`src/rtl/led_cube_single_frame_if.sv`:
```
// Bus between the frame sequencer and the LED cube refresh engine:
// scan control, frame-byte lookup and the cube drive lines.
interface led_cube_single_frame_if;
    logic       start;
    logic       stop;
    logic       done;
    logic [5:0] addr;
    logic [7:0] data_to_latch;
    logic [7:0] Layers;
    logic [7:0] Latches;
    logic [7:0] Data;

    modport master (
        output start,
        output stop,
        output data_to_latch,
        input  done,
        input  addr,
        input  Layers,
        input  Latches,
        input  Data
    );

    modport slave (
        input  start,
        input  stop,
        input  data_to_latch,
        output done,
        output addr,
        output Layers,
        output Latches,
        output Data
    );
endinterface

```
`src/rtl/led_cube_single_frame.sv`:
```
// Refresh engine for an 8x8x8 LED cube: loads eight row latches per layer,
// then lights that layer for ON_CYCLES cycles, sweeping all eight layers.
module led_cube_single_frame #(
    parameter int unsigned ON_CYCLES = 2000
) (
    input  logic                  clk,
    input  logic                  rst_n,
    led_cube_single_frame_if.slave bus
);

    localparam int unsigned CNT_W = (ON_CYCLES > 1) ? $clog2(ON_CYCLES) : 1;
    localparam logic [CNT_W-1:0] ON_LAST = CNT_W'(ON_CYCLES - 1);

    typedef enum logic [2:0] {
        S_IDLE   = 3'd0,
        S_SETUP  = 3'd1,
        S_STROBE = 3'd2,
        S_HOLD   = 3'd3,
        S_ON     = 3'd4
    } state_t;

    state_t           state_r, state_s;
    logic [2:0]       layer_r, layer_s;
    logic [2:0]       row_r, row_s;
    logic [CNT_W-1:0] on_cnt_r, on_cnt_s;
    logic [7:0]       data_r, data_s;
    logic             on_last_s;

    assign on_last_s = (on_cnt_r == ON_LAST);

    // State and counter registers with synchronous active-low reset.
    always_ff @(posedge clk) begin
        if (!rst_n) begin
            state_r  <= S_IDLE;
            layer_r  <= 3'd0;
            row_r    <= 3'd0;
            on_cnt_r <= '0;
            data_r   <= 8'd0;
        end else begin
            state_r  <= state_s;
            layer_r  <= layer_s;
            row_r    <= row_s;
            on_cnt_r <= on_cnt_s;
            data_r   <= data_s;
        end
    end

    // Next-state logic; stop outranks start, and start outranks the scan itself.
    always_comb begin
        state_s  = state_r;
        layer_s  = layer_r;
        row_s    = row_r;
        on_cnt_s = on_cnt_r;
        data_s   = data_r;
        if (bus.stop) begin
            state_s  = S_IDLE;
            layer_s  = 3'd0;
            row_s    = 3'd0;
            on_cnt_s = '0;
            data_s   = 8'd0;
        end else if (bus.start) begin
            state_s  = S_SETUP;
            layer_s  = 3'd0;
            row_s    = 3'd0;
            on_cnt_s = '0;
        end else begin
            case (state_r)
                S_IDLE: begin
                    state_s = S_IDLE;
                end
                S_SETUP: begin
                    data_s  = bus.data_to_latch;
                    state_s = S_STROBE;
                end
                S_STROBE: begin
                    state_s = S_HOLD;
                end
                S_HOLD: begin
                    if (row_r == 3'd7) begin
                        state_s  = S_ON;
                        on_cnt_s = '0;
                    end else begin
                        row_s   = row_r + 3'd1;
                        state_s = S_SETUP;
                    end
                end
                S_ON: begin
                    // layer 7 + 1 wraps to 0, starting the next sweep
                    if (on_last_s) begin
                        state_s  = S_SETUP;
                        row_s    = 3'd0;
                        layer_s  = layer_r + 3'd1;
                        on_cnt_s = '0;
                    end else begin
                        on_cnt_s = on_cnt_r + CNT_W'(1);
                    end
                end
                default: begin
                    state_s  = S_IDLE;
                    layer_s  = 3'd0;
                    row_s    = 3'd0;
                    on_cnt_s = '0;
                    data_s   = 8'd0;
                end
            endcase
        end
    end

    // Outputs decode registered state only, so no input reaches them combinationally.
    assign bus.addr    = {layer_r, row_r};
    assign bus.Data    = data_r;
    assign bus.Layers  = (state_r == S_ON)     ? (8'd1 << layer_r) : 8'd0;
    assign bus.Latches = (state_r == S_STROBE) ? (8'd1 << row_r)   : 8'd0;
    assign bus.done    = (state_r == S_ON) && on_last_s && (layer_r == 3'd7);

endmodule

```
`src/flat_wrapper.sv`:
```
// flat-port wrapper written by rule: the top's interface ports become plain ports
module led_cube_single_frame_flat 
#(
    parameter int unsigned ON_CYCLES = 2000
)
  (clk, rst_n, bus_start, bus_stop, bus_data_to_latch, bus_done, bus_addr, bus_Layers, bus_Latches, bus_Data);
  led_cube_single_frame_if bus_i ();
  input  logic clk;
  input  logic rst_n;
  input wire logic [$bits(bus_i.start)-1:0] bus_start;
  input wire logic [$bits(bus_i.stop)-1:0] bus_stop;
  input wire logic [$bits(bus_i.data_to_latch)-1:0] bus_data_to_latch;
  output wire logic [$bits(bus_i.done)-1:0] bus_done;
  output wire logic [$bits(bus_i.addr)-1:0] bus_addr;
  output wire logic [$bits(bus_i.Layers)-1:0] bus_Layers;
  output wire logic [$bits(bus_i.Latches)-1:0] bus_Latches;
  output wire logic [$bits(bus_i.Data)-1:0] bus_Data;
  assign bus_i.start = bus_start;
  assign bus_i.stop = bus_stop;
  assign bus_i.data_to_latch = bus_data_to_latch;
  assign bus_done = bus_i.done;
  assign bus_addr = bus_i.addr;
  assign bus_Layers = bus_i.Layers;
  assign bus_Latches = bus_i.Latches;
  assign bus_Data = bus_i.Data;
  led_cube_single_frame #(.ON_CYCLES(ON_CYCLES)) u_core (.clk(clk), .rst_n(rst_n), .bus(bus_i));
endmodule
```
`config.mk`:
```
export PLATFORM = sky130hd
export DESIGN_NAME = led_cube_single_frame_flat
export DESIGN_NICKNAME = d
export VERILOG_FILES = /design/src/rtl/led_cube_single_frame_if.sv /design/src/rtl/led_cube_single_frame.sv /design/src/flat_wrapper.sv
export SDC_FILE = /design/constraint.sdc
export NUM_CORES = 1
export LEC_CHECK = 0
export BUFFER_PORTS_ARGS = -buffer_cell sky130_fd_sc_hd__buf_4
export CAP_MARGIN = 20
export CORE_MARGIN = 4
export CORE_UTILIZATION = 28
export DETAILED_ROUTE_END_ITERATION = 8
export GPL_TIMING_DRIVEN = 0
export PLACE_DENSITY = 0.55
export RECOVER_POWER = 25
export SYNTH_ARGS = -nofsm -noshare
export SYNTH_HDL_FRONTEND = slang
export SYNTH_SLANG_ARGS = --single-unit
export TNS_END_PERCENT = 1
```
`constraint.sdc`:
```
create_clock -name clk -period 1.7 [get_ports clk]
set_clock_uncertainty 0.1 [all_clocks]
set_input_delay 0.34 -clock clk [delete_from_list [all_inputs] [get_ports clk]]
set_output_delay 0.34 -clock clk [all_outputs]
set_load 0.02 [all_outputs]
```
# Word-level counts from Yosys, hierarchy flattened
# Index checks and enable logic that the tools add are counted.
# op_classes
addsub,3
eq_ne,11
shift,2
muxes,15
bitwise_logic,5
n_reduce_logical,12
# op_table
op,count
one-hot mux 11 bit (3 select lines),1
two-way mux 11 bit,2
two-way mux 8 bit,2
one-hot mux 8 bit (2 select lines),1
"left shift 1 x 3 -> 8 bit, first input constant",2
two-way mux 3 bit,5
one-hot mux 3 bit (4 select lines),1
"adder 11 x 1 -> 11 bit, second input constant",1
"== test 11 bit, second input constant",1
"== test 3 bit, second input constant",3
one-hot mux 3 bit (3 select lines),1
OR reduction 4 bit,2
"adder 3 x 1 -> 3 bit, second input constant",2
"== test 3 x 2 -> 1 bit, second input constant",2
one-hot mux 3 bit (2 select lines),1
AND reduction 2 bit,3
OR reduction 3 bit,2
inverter 1 bit,5
"!= test 2 x 1 -> 1 bit, second input constant",2
"== test 3 x 1 -> 1 bit, second input constant",1
logical NOT 3 bit,1
"!= test 3 x 2 -> 1 bit, second input constant",1
AND reduction 3 bit,1
logical AND 1 bit,2
other kinds (3),3
# totals
register_bits,28
in_bits,12

# Longest topological paths before layout
# Gate-level depths: netlist (run 1).
# logic_depth
word_depth,4
ltp_mapped,6

# Worst setup path after synthesis (run 1)
# No wires, ideal clock.
# synth_path
kind,register -> register
from,register u_core.row_r[1]
to,register u_core.on_cnt_r[9]
arrival_time_ns,1.675
required_ns,1.475
slack_ns,-0.201
stages_incl_launch_ff,7
path_buffers,0
period_less_slack_ns,1.901
path_cell_list,dfxtp_1 ha_1 ha_1 a31oi_2 nor4b_1 xnor2_1 nor2_1
# synth_between
elab_chain_cells,3
# synth_lines
element,line_no,rtl
"start, declared",led_cube_single_frame.sv:24,"logic [2:0] row_r, row_s;"
"start signal, assigned",led_cube_single_frame.sv:42,row_r <= row_s;
== test 3 bit,led_cube_single_frame.sv:79,if (row_r == 3'd7) begin
!= test 2 x 1 -> 1 bit (no line),n/a,
AND reduction 2 bit (no line),n/a,
"end signal, assigned",led_cube_single_frame.sv:43,on_cnt_r <= on_cnt_s;
"end, declared",led_cube_single_frame.sv:25,"logic [CNT_W-1:0] on_cnt_r, on_cnt_s;"
# No other way between the ends.
# A chain may end at the register's enable or synchronous reset.

# Final worst setup path (run 1)
# layout_path
from,register u_core.on_cnt_r[1]
to,output bus_done
# layout_between
elab_chain_cells,3
# layout_lines
element,line_no,rtl
== test 11 bit,led_cube_single_frame.sv:29,assign on_last_s = (on_cnt_r == ON_LAST);
logical AND 1 bit (2 in a row),led_cube_single_frame.sv:114,assign bus.done = (state_r == S_ON) && on_last_s && (layer_r == 3'd7);
"end, declared",flat_wrapper.sv:13,output wire logic [$bits(bus_i.done)-1:0] bus_done;
# No other way between the ends.

==> results of run 1 <==
## state kept, by name (all words and copies together) (netlist names)
name and cells:
u_core.on_cnt_r 11, u_core.bus.Data 8, u_core.layer_r 3, u_core.row_r 3, u_core.state_r 3
## logic make-up after synthesis
| family | Yosys count |
|---|---|
| buffers and inverters | 13 |
| flip-flops | 28 |
| adder cells (fa/ha/maj) | 13 |
| AO/OA/AOI/OAI | 32 |
| AND/OR/NAND/NOR | 86 |
| XOR/XNOR | 8 |
| multiplexers | 1 |
## critical path: cells and delay by family, from the launching register on
kind,cells,cell delay (ns)
flops,1,0.39
fa+ha+maj,1,0.17
simple gates,2,0.50
buf+inv,1,0.11
## Yosys cell counts (3+ instances only)
cell       number  area share, %
dfxtp_1        28             36
nand2_1        16            3.9
nand3_1        16            5.1
nor2_1         15            3.6
a21oi_1        13            4.2
ha_1           13             10
and3_1          9            3.6
and2_1          8            3.2
inv_1           8            1.9
nand4_1         5            2.0
xor2_1          5            2.8
a31oi_1         3            1.2
and4_1          3            1.7
clkbuf_1        3           0.72
nand2b_1        3            1.2
o2111ai_1       3            1.7
xnor2_1         3            1.7
## power by group through the flow
| stage | logic (W) | clock network [W] | registers, W |
|---|---|---|---|
| final | 0.0000647 | 0.000523 | 0.000654 |
| after global routing | 0.0000714 | 0.000570 | 0.000654 |
| after CTS | 0.0000596 | 0.000538 | 0.000655 |
| after detailed placement | 0.0000554 | 0 | 0.000673 |
| after global placement | 0.0000554 | 0 | 0.000673 |
| after floorplan | 0.0000254 | 0 | 0.000673 |
## layout make-up
type	count	area [sq um]	share of cell area [%]
buffer	5	41.3	1.82
tap	70	87.6	3.86
clock inverter	1	30.0	1.32
inverter	8	30.0	1.32
timing repair buffer	49	364	16.1
clock buffer	3	41.3	1.82
sequential	28	581	25.6
multi-input combinational	140	1090	48.2
## layer usage
metal	share of wire, %	up-vias	track usage, %	wire length [um]
li1	-	753	-	-
met1	49	703	15.9	1910
met2	46	29	20.3	1770
met3	4.5	4	2.06	175
met4	0.75	0	2.94	29
met5	0	-	0	0
## metrics by stage
| step | power, W | utilization, % | worst slack, ns |
|---|---|---|---|
| after floorplan | 0.000699 | - | -0.00789 |
| after global placement | 0.000729 | 38.1 | -0.153 |
| after detailed placement | 0.000729 | 38.1 | -0.163 |
| after CTS | 0.00125 | 41.8 | -0.191 |
| after global routing | 0.00130 | 43.3 | -0.241 |
| final | 0.00124 | 43.3 | -0.187 |
## timing repair
item	in CTS	in global routing
hold buffers	0	0
setup buffers	5	2
pin swaps	5	13
endpoints found under the setup margin	36	39
gates resized for setup	26	22
## final timing paths
path / start / end / slack (ns) / cells after the start
setup / recovery: u_core.on_cnt_r[1]$_SDFFE_PP0P_ / bus_done / -0.19 / 4
setup reg to reg: u_core.on_cnt_r[0]$_SDFFE_PP0P_ / u_core.layer_r[1]$_SDFFE_PP0P_ / 0.02 / 6
hold reg to reg: u_core.bus.Data[6]$_SDFFE_PP0P_ / u_core.bus.Data[6]$_SDFFE_PP0P_ / 0.36 / 2
hold / removal: bus_data_to_latch[2] / u_core.bus.Data[2]$_SDFFE_PP0P_ / 0.22 / 3
==> summary.md, run 1 <==
| Metric | Value |
|---|---|
| Critical Path Max Stage Delay | ~0.39 ns |
| Adder-cell share of the synthesized area | 10.4% |
| Status | finished, violations left |
| Post-synthesis sequential area ratio | 36.0% |
| Die Width | 82.6 um |
| Synth Flop Type | dfxtp_1 |
| Number of global-route vias before repair | around 1.4k |
| Switching Share | about a fifth |
| First-pass iteration count of the detailed router | 4 |
| H-tree depth | 1 |
| Max cap viols | 0 |
| Worst slew margin | 66.0% |
| Fin. max-slew vios | 0 |
| Mux share of post-synthesis cell area | 0.642% |
| Compound-gate portion of the synthesized area | 15.2% |
| Endpoints failing hold | 0 |
| Maximum vdd drop | roughly 0.31 mV |
| Critical Path AT | ~1.5 ns |
| Share of cells above drive strength 1 | 35.9% |
| Critical path peak fanout | 6 |
| Total core area | 5240 sq um |
| Placed Area | between 1500 and 2000 sq um |
| WL final | 3890 um |
| Mapped Cells | 181 |
| Clk sinks | 28 |
| Combinational power share | 5.2% |
| Most common cell after layout, fill and taps aside | buf_4 |
| Largest buffer count on any clock path | 2 |
| Internal power | 0.000999 W |
| Final TNS setup | -1.62 ns |
| Clock network fraction of design power | 42.1% |
| Worst hold-check path type | primary input to register |
| Number of buffers inserted by port buffering | 42 |
| Area Growth Syn to Fin | 45.4% |
| Antenna Cells | 0 |
| Chip height | 82.6 um |
| CTS tree | built |
| Yosys warnings | 0 |
| Fin crit share | 111% |
| Final Wtd Congestion | 0.726 |
| Cts bufs inserted | 3 |
| Clk_lat worst skew | 0.27 ns |
| CP Capture Type | output port |
| Fill count | 529 |
| Leak | 0.830 nW |
| Placed cell count | 293 |
| Initial Util | 29.8% |
| Leading cell types in the layout, fill and taps excluded | 37 x buf_4, 18 x dfxtp_1, 16 x nand3_1, 16 x nand2_1, 13 x a21oi_1 |
| DR WL/cell | 12.8 um |
| Switch Pwr | 0.000243 W |
| Largest family of logic cells by synthesized area | simple AND/OR/NAND/NOR gates |
| DR iter-0 viols | 69 |
| Nets | 260 |
| Failing checks | negative setup slack |
| Min Tclk post-route | around 1.9 ns |
| Slowest-stage cell, CP | dfxtp_2 |
| First-pass GRT wire length | 6510 um |
| Syn Nets | just over 200 |
| I/O pins | 43 |
| Setup ws final | -0.187 ns |
| Yosys cell types | a little over 40 |
| Final Cell Area | about 2300 sq um |
| Startpoint types | register |
| Synth Area in Simple Gates | 29.9% |
| Final count of negative-setup-slack endpoints | 17 |
| Antenna violations before repair | 0 |
| Clock root buffer master | clkbuf_8 |
| Cell area after synthesis | 1560 sq um |
| Total Routing Usage GR | about 12% |
| Via count | between 1k and 1.5k |
| Worst-margin pin slew | 0.510 ns |
| Synth Area in XOR/XNOR | 4.49% |
| Hold Slack | ~0.22 ns |
| Worst-path clk slew | about 0.1 ns |
| Post-synth EDFFs | 0 |
| Unrepaired setup endpoints after global routing | true |
| Die Area | about 6800 sq um |
| Non-Filler Instances | around 300 |
| Sequential Power Share | between 50 and 60% |
| WP data required | around 1.3 ns |
| Avg Inst Size Synth | 8.61 sq um |
| Largest net degree at the start of global routing | 17 |
| Via density | 4.90 |
| Antenna Nets Post-Route | 0 |
| Row cnt | 26 |
| Cell chain of the critical path | ha_4 -> and4bb_2 -> and4_4 -> buf_6 |
| Dpl hpwl | 2900 um |
| Grt ovf | 0 |
| Fmax | 530 MHz |
| Flops & latches, synth | 28 |
| Cell Pwr Density | around 550 nW/um^2 |
| DRC violations left | 0 |
| Async SR Flop Fraction | 0% |
| Kind of critical path | register to output port |
Note: power is estimated with default switching activity, not from simulation.
==> run 2, diff against run 1 <==
--- a/config.mk
+++ b/config.mk
@@ -5,6 +5,7 @@
 export SDC_FILE = /design/constraint.sdc
 export NUM_CORES = 1
 export LEC_CHECK = 0
+export ABC_AREA = 1
 export BUFFER_PORTS_ARGS = -buffer_cell sky130_fd_sc_hd__buf_4
 export CAP_MARGIN = 20
 export CORE_MARGIN = 4
==> summary.md, run 2 <==
| Metric | Value |
|---|---|
| First-pass GRT wire length | a little over 7000 um |
| Critical path peak fanout | 4 |
| Largest buffer count on any clock path | 2 |
| Cell chain of the critical path | ha_4 -> nand3_4 -> inv_4 -> nand3_4 -> nor3_2 -> buf_4 |
| Die Area | 6860 sq um |
| Clk_lat worst skew | 0.28 ns |
| Post-synth EDFFs | 0 |
| CTS tree | built |
| Fin crit share | 102% |
| WL final | approximately 4100 um |
| Hold_buf cts | 0 |
| Grt peak-use layer | met2 |
| Fin. max-slew vios | 0 |
| Synth Flop Type | dfxtp_1 |
| Clock network fraction of design power | 42.8% |
| Status | finished, violations left |
| Met1 Use GR | 13.7% |
| Commonest cells in the netlist | 43 x nand2_1, 37 x inv_1, 28 x dfxtp_1 |
| Antenna Nets Post-Route | 0 |
| Switching Share | between 20% and 30% |
| DRC violations left | 0 |
| Yosys cell types | 21 |
| Number of global-route vias before repair | 1,597 |
| Chip height | 82.9 um |
| Placed cell count | 336 |
| DR iter-0 viols | 64 |
| Cts bufs inserted | 3 |
| Worst slew margin | 64.6% |
| Cell Pwr Density | about 520 nW/um^2 |
| Yosys warnings | 0 |
| Critical Path AT | 1.30 ns |
| Sequential Power Share | 52.5% |
| M3 GR Usage | 3.66% |
| Worst hold-check path type | primary input to register |
| Flops & latches, synth | 28 |
| Final Cell Area | 2370 sq um |
| Via count | 1,573 |
| Antenna violations before repair | 0 |
| Switch Pwr | 0.000248 W |
| Largest register FFs | 11 |
| Hold Slack | 0.222 ns |
| I/O pins | 43 |
| Share of the synthesized area in the top cell type | 35.7% |
| Grt ovf | 0 |
| Failing checks | negative setup slack |
| Number of buffers inserted by port buffering | 42 |
| Most common cell after layout, fill and taps aside | buf_4 |
| Fin util | 44.9% |
| Startpoint types | register |
| Internal power | 0.000990 W |
| Antenna Cells | 0 |
| DR WL/cell | 11.5 um |
| Final count of negative-setup-slack endpoints | 8 |
| Row cnt | 26 |
| H-tree depth | 1 |
| Top cells by area, synth | dfxtp_1 36%, ha_1 10%, nand2_1 10%, inv_1 8.9%, nor2_1 6.2% |
| CP Capture Type | output port |
| Initial Util | about 30% |
| Slowest-stage cell, CP | dfxtp_2 |
| Placed Area | 1980 sq um |
| Die Width | 82.9 um |
| Leak | 0.896 nW |
| Mapped Cells | approximately 220 |
| Clock root buffer master | clkbuf_8 |
| R2R Setup Slk | approximately 0.090 ns |
| Dpl hpwl | 2780 um |
| Kind of critical path | register to output port |
| Area leader, netlist | dfxtp_1 |
| Setup ws final | -0.0418 ns |
| Async SR Flop Fraction | 0% |
| First-pass iteration count of the detailed router | 4 |
| Largest Register | u_core.on_cnt_r |
| Combinational power share | 4.7% |
| Critical Path Max Stage Delay | roughly 0.37 ns |
| Max cap viols | 0 |
| Area Growth Syn to Fin | 50.9% |
| Worst-margin pin slew | 0.528 ns |
| Total core area | about 5300 sq um |
| Largest net degree at the start of global routing | 17 |
| WP data required | 1.26 ns |
| Non-Filler Instances | 355 |
| Worst-path clk slew | 0.10 ns |
| Count leader, synth | nand2_1 |
| Endpoints failing hold | 0 |
| Via density | 4.43 |
| Share of cells above drive strength 1 | 39.6% |
| Avg Inst Size Synth | about 7.0 sq um |
| Final Wtd Congestion | 0.700 |
| Post-synthesis sequential area ratio | between 30% and 40% |
| Cell area after synthesis | between 1500 and 2000 sq um |
| Total Routing Usage GR | 11.9% |
| Leading cell types in the layout, fill and taps excluded | 48 x buf_4, 39 x nand2_1, 30 x inv_1, 21 x nor2_1, 17 x a21oi_1 |
| Unrepaired setup endpoints after global routing | true |
| Nets | 311 |
| Cell mode on critical path | nand3_4 |
| M2 GR Usage | 21.4% |
| Fmax | 574 MHz |
| Syn Nets | 249 |
| Clk sinks | 28 |
| Maximum vdd drop | 0.293 mV |
| Min Tclk post-route | 1.74 ns |
==> run 2: cell count changes in the layout (fill, tap and decap cells not counted), moves of 4 or more <==
| cell | previous run | this run |
|---|---|---|
| nand2_1 | 16 | 39 |
| nand3_1 | 16 | 12 |
| buf_4 | 37 | 48 |
| and3_1 | 9 | 0 |
| buf_6 | 7 | 2 |
| a21oi_1 | 13 | 17 |
| and2_1 | 7 | 0 |
| inv_2 | 0 | 8 |
| inv_1 | 8 | 30 |
| nor3_2 | 0 | 14 |
| nand2_2 | 0 | 4 |
| nor3_1 | 1 | 5 |
| nor2_1 | 12 | 21 |
==> run 2: power by group through the flow <==
| stage | combinational (W) | clock (W) | sequential (W) |
|---|---|---|---|
| after detailed placement | 0.0000523 | 0 | 0.000674 |
| after floorplan | 0.0000226 | 0 | 0.000674 |
| after global routing | 0.0000639 | 0.000579 | 0.000651 |
| after global placement | 0.0000530 | 0 | 0.000674 |
| after CTS | 0.0000572 | 0.000548 | 0.000657 |
| final | 0.0000584 | 0.000530 | 0.000651 |
==> run 2: layout make-up <==
type	instances	area, sq um
buffer	1	11.3
clock buffer	3	41.3
clock inverter	1	30.0
fill	555	2900
inverter	41	160
multi-input combinational	154	1040
sequential	28	591
tap	70	87.6
timing repair buffer	57	402
==> run 2: critical path, delay by kind of cell, from the launching register on <==
family	cells	cell delay [ns]
adders and majority gates	1	0.15
buffers and inverters	2	0.24
DFF	1	0.37
and+or+nand+nor	3	0.27
==> run 2: worst paths after layout <==
kind / cells after the start / to / start
max: 6 / bus_done / u_core.on_cnt_r[0]$_SDFFE_PP0P_
min: 3 / u_core.bus.Data[5]$_SDFFE_PP0P_ / bus_data_to_latch[5]
max reg2reg: 8 / u_core.on_cnt_r[3]$_SDFFE_PP0P_ / u_core.row_r[0]$_SDFFE_PP0P_
min reg2reg: 2 / u_core.bus.Data[5]$_SDFFE_PP0P_ / u_core.bus.Data[5]$_SDFFE_PP0P_
==> run 2: through the flow <==
stage	setup slack (ns)	TNS, ns	power (W)
4_1_cts	-0.0474	-0.373	0.00126
3_3_place_gp	-0.151	-0.767	0.000727
3_5_place_dp	-0.153	-0.766	0.000726
2_1_floorplan	-0.0428	-0.0428	0.000696
5_1_grt	-0.123	-1.34	0.00129
6_report	-0.0418	-0.180	0.00124
==> run 2: repair_timing <==
item / in CTS / in global routing
setup buffers: 11 / 4
endpoints found under the setup margin: 26 / 28
cloned: 0 / 0
pin swaps: 3 / 4
resized for setup: 40 / 29
==> run 2: cells by family (layout without fill, tap and decap cells) <==
kind of cell	count (synthesis)	after routing	share of synthesized area [%]
adders and majority gates	13	13	10.4
buffers and inverters	42	103	10.1
xor gates and xnor gates	5	5	2.79
and+or+nand+nor	113	113	32.9
DFF	28	28	35.7
AOI/OAI and AO/OA	23	23	8.05
==> run 2: routing by layer <==
layer	wire (um)	vias to the layer above	share of wire [%]
li1	-	828	-
met1	1760	722	43
met2	2170	23	53
met3	161	0	3.9
met4	0	0	0
met5	0	-	0
==> run 3, diff against run 2 <==
--- a/config.mk
+++ b/config.mk
@@ -12,7 +12,7 @@
 export CORE_UTILIZATION = 28
 export DETAILED_ROUTE_END_ITERATION = 8
 export GPL_TIMING_DRIVEN = 0
-export PLACE_DENSITY = 0.55
+export PLACE_DENSITY = 0.53
 export RECOVER_POWER = 25
 export SYNTH_ARGS = -nofsm -noshare
 export SYNTH_HDL_FRONTEND = slang
==> constraint.sdc (replaced) <==
create_clock -name clk -period 2.1 [get_ports clk]
set_clock_uncertainty 0.1 [all_clocks]
set_input_delay 0.42 -clock clk [delete_from_list [all_inputs] [get_ports clk]]
set_output_delay 0.42 -clock clk [all_outputs]
set_load 0.02 [all_outputs]
==> summary.md, run 3 (same netlist as run 2, synthesis figures left out) <==
| Metric | Value |
|---|---|
| Status | finished, final reports clean |
| Worst r2r dst | u_core.on_cnt_r[3]$_SDFFE_PP0P_ |
| Area Growth Syn to Fin | 28.4% |
| Switch Pwr | 0.000204 W |
| Antenna violations before repair | 0 |
| Via density | 4.39 |
| WL met3 | 177 um |
| Largest buffer count on any clock path | 2 |
| Combinational power share | 4.0% |
| Cell Pwr Density | between 500 and 600 nW/um^2 |
| CP Capture Type | output port |
| Nets | approximately 300 |
| H-tree depth | 1 |
| Most common cell after layout, fill and taps aside | nand2_1 |
| DR iter-0 viols | 59 |
| I/O pins | 43 |
| Die Area | slightly below 7000 sq um |
| Endpoints failing hold | 0 |
| Total core area | 5270 sq um |
| Via count | 1,494 |
| Clock root buffer master | clkbuf_8 |
| Min Tclk post-route | 1.99 ns |
| Largest Register | u_core.on_cnt_r |
| Worst-margin pin slew | 0.531 ns |
| Leak | 0.788 nW |
| WP data required | 1.58 ns |
| WL final | 3670 um |
| Fmax | 503 MHz |
| Initial Util | 29.8% |
| DR WL/cell | 10.8 um |
| R2R depth | 8 |
| Worst slew margin | between 60% and 70% |
| Worst Setup SP | u_core.on_cnt_r[0]$_SDFFE_PP0P_ |
| Largest net degree at the start of global routing | 17 |
| Final Wtd Congestion | 0.807 |
| Cts bufs inserted | 3 |
| R2r startpoint | u_core.row_r[0]$_SDFFE_PP0P_ |
| Post-CTS setup buffer count | 0 |
| DRC violations left | 0 |
| Critical path peak fanout | 5 |
| Antenna Nets Post-Route | 0 |
| Unrepaired setup endpoints after global routing | false |
| Clock network fraction of design power | 43.1% |
| First-pass GRT wire length | 6330 um |
| Final TNS setup | 0 ns |
| Clk_lat worst skew | 0.28 ns |
| Startpoint types | register |
| Met2 WL | roughly 1600 um |
| Largest register FFs | 11 |
| Chip height | 82.9 um |
| Final count of negative-setup-slack endpoints | 0 |
| CTS tree | built |
| Worst-path clk slew | 0.10 ns |
| Sequential Power Share | 52.8% |
| Hold_sp | bus_data_to_latch[3] |
| Dpl hpwl | 2680 um |
| Grt ovf | 0 |
| Fill count | 592 |
| Max cap viols | 0 |
| Row cnt | 26 |
| DR top layer | met4 |
| Fin crit share | 94.6% |
| Worst setup path endpoint | bus_done |
| Hold_buf cts | 0 |
| Number of global-route vias before repair | around 1.4k |
| Total Routing Usage GR | about a tenth |
| Fin. max-slew vios | 0 |
| R2R Setup Slk | approximately 0.23 ns |
| Worst hold-check path type | primary input to register |
| First-pass iteration count of the detailed router | 4 |
| Number of buffers inserted by port buffering | 42 |
| Leading cell types in the layout, fill and taps excluded | 42 x nand2_1, 36 x inv_1, 29 x buf_4, 28 x dfxtp_1, 26 x nor2_1 |
| Metal-1 WL | 1830 um |
| Total power | 0.00101 W |
| Share of cells above drive strength 1 | a little under 20% |
| Die Width | ~83 um |
| Clk sinks | 28 |
| Switching Share | 20.2% |
| Antenna Cells | 0 |
| Kind of critical path | register to output port |
| Internal power | roughly 0.00081 W |
| Maximum vdd drop | between 0.3 and 0.4 mV |
| Critical Path AT | 1.47 ns |
-- run 3: critical path, stage by stage (launching register included) --
cell and delay (ns):
dfxtp_1 0.37, ha_1 0.19, nand3_2 0.12, inv_2 0.11, nand3_4 0.12, nor3_2 0.12
buf_4 0.16
-- run 3: worst min-delay path by stage --
stage | to | slack [ns] | cells past startpoint
floorplan | u_core.on_cnt_r[0]$_SDFFE_PP0P_ | 0.36 | 2
global placement | u_core.bus.Data[6]$_SDFFE_PP0P_ | 0.36 | 2
detailed placement | u_core.bus.Data[5]$_SDFFE_PP0P_ | 0.36 | 2
CTS | u_core.bus.Data[1]$_SDFFE_PP0P_ | 0.30 | 3
global route | u_core.bus.Data[3]$_SDFFE_PP0P_ | 0.30 | 3
finish | u_core.bus.Data[3]$_SDFFE_PP0P_ | 0.30 | 3
-- run 3: metrics by stage --
stage | instances | worst slack [ns] | utilization [%] | hold slack (ns) | cell area [sq um]
after floorplan | 224 | 0.200 | - | 0.356 | 1570
after global placement | 336 | 0.244 | 37.4 | 0.358 | 1970
after detailed placement | 336 | 0.240 | 37.4 | 0.359 | 1970
after CTS | 340 | 0.00415 | 38.9 | 0.296 | 2050
after global routing | 340 | 0.00161 | 38.2 | 0.297 | 2010
final | 340 | 0.113 | 38.2 | 0.304 | 2010
-- run 3: power by group through the flow --
| stage | sequential, W | clock (W) | combinational [W] |
|---|---|---|---|
| detailed placement | 0.000545 | 0 | 0.0000426 |
| CTS | 0.000533 | 0.000450 | 0.0000429 |
| global placement | 0.000545 | 0 | 0.0000422 |
| floorplan | 0.000545 | 0 | 0.0000183 |
| finish | 0.000533 | 0.000435 | 0.0000407 |
| global route | 0.000534 | 0.000464 | 0.0000454 |
-- run 3: per-layer routing --
layer | global-route usage (%) | vias to the layer above
li1 | - | 800
met1 | 14.1 | 658
met5 | 0 | -
met2 | 17.3 | 34
met4 | 2.08 | 0
met3 | 3.07 | 2
-- run 3: what timing repair did --
item	in CTS	in global routing
resized for setup	1	6
endpoints found under the setup margin	1	13
gates cloned	0	0
-- run 3: layout make-up --
class / instances / area [sq um] / share of cell area [%]
plain buffers: 1 / 5.00 / 0.248
clock buffers: 3 / 41.3 / 2.05
clock inverters: 1 / 30.0 / 1.49
inverters: 41 / 154 / 7.64
multi-input cells: 154 / 870 / 43.2
flip-flops and latches: 28 / 561 / 27.8
well taps: 70 / 87.6 / 4.35
repair buffers: 42 / 267 / 13.2
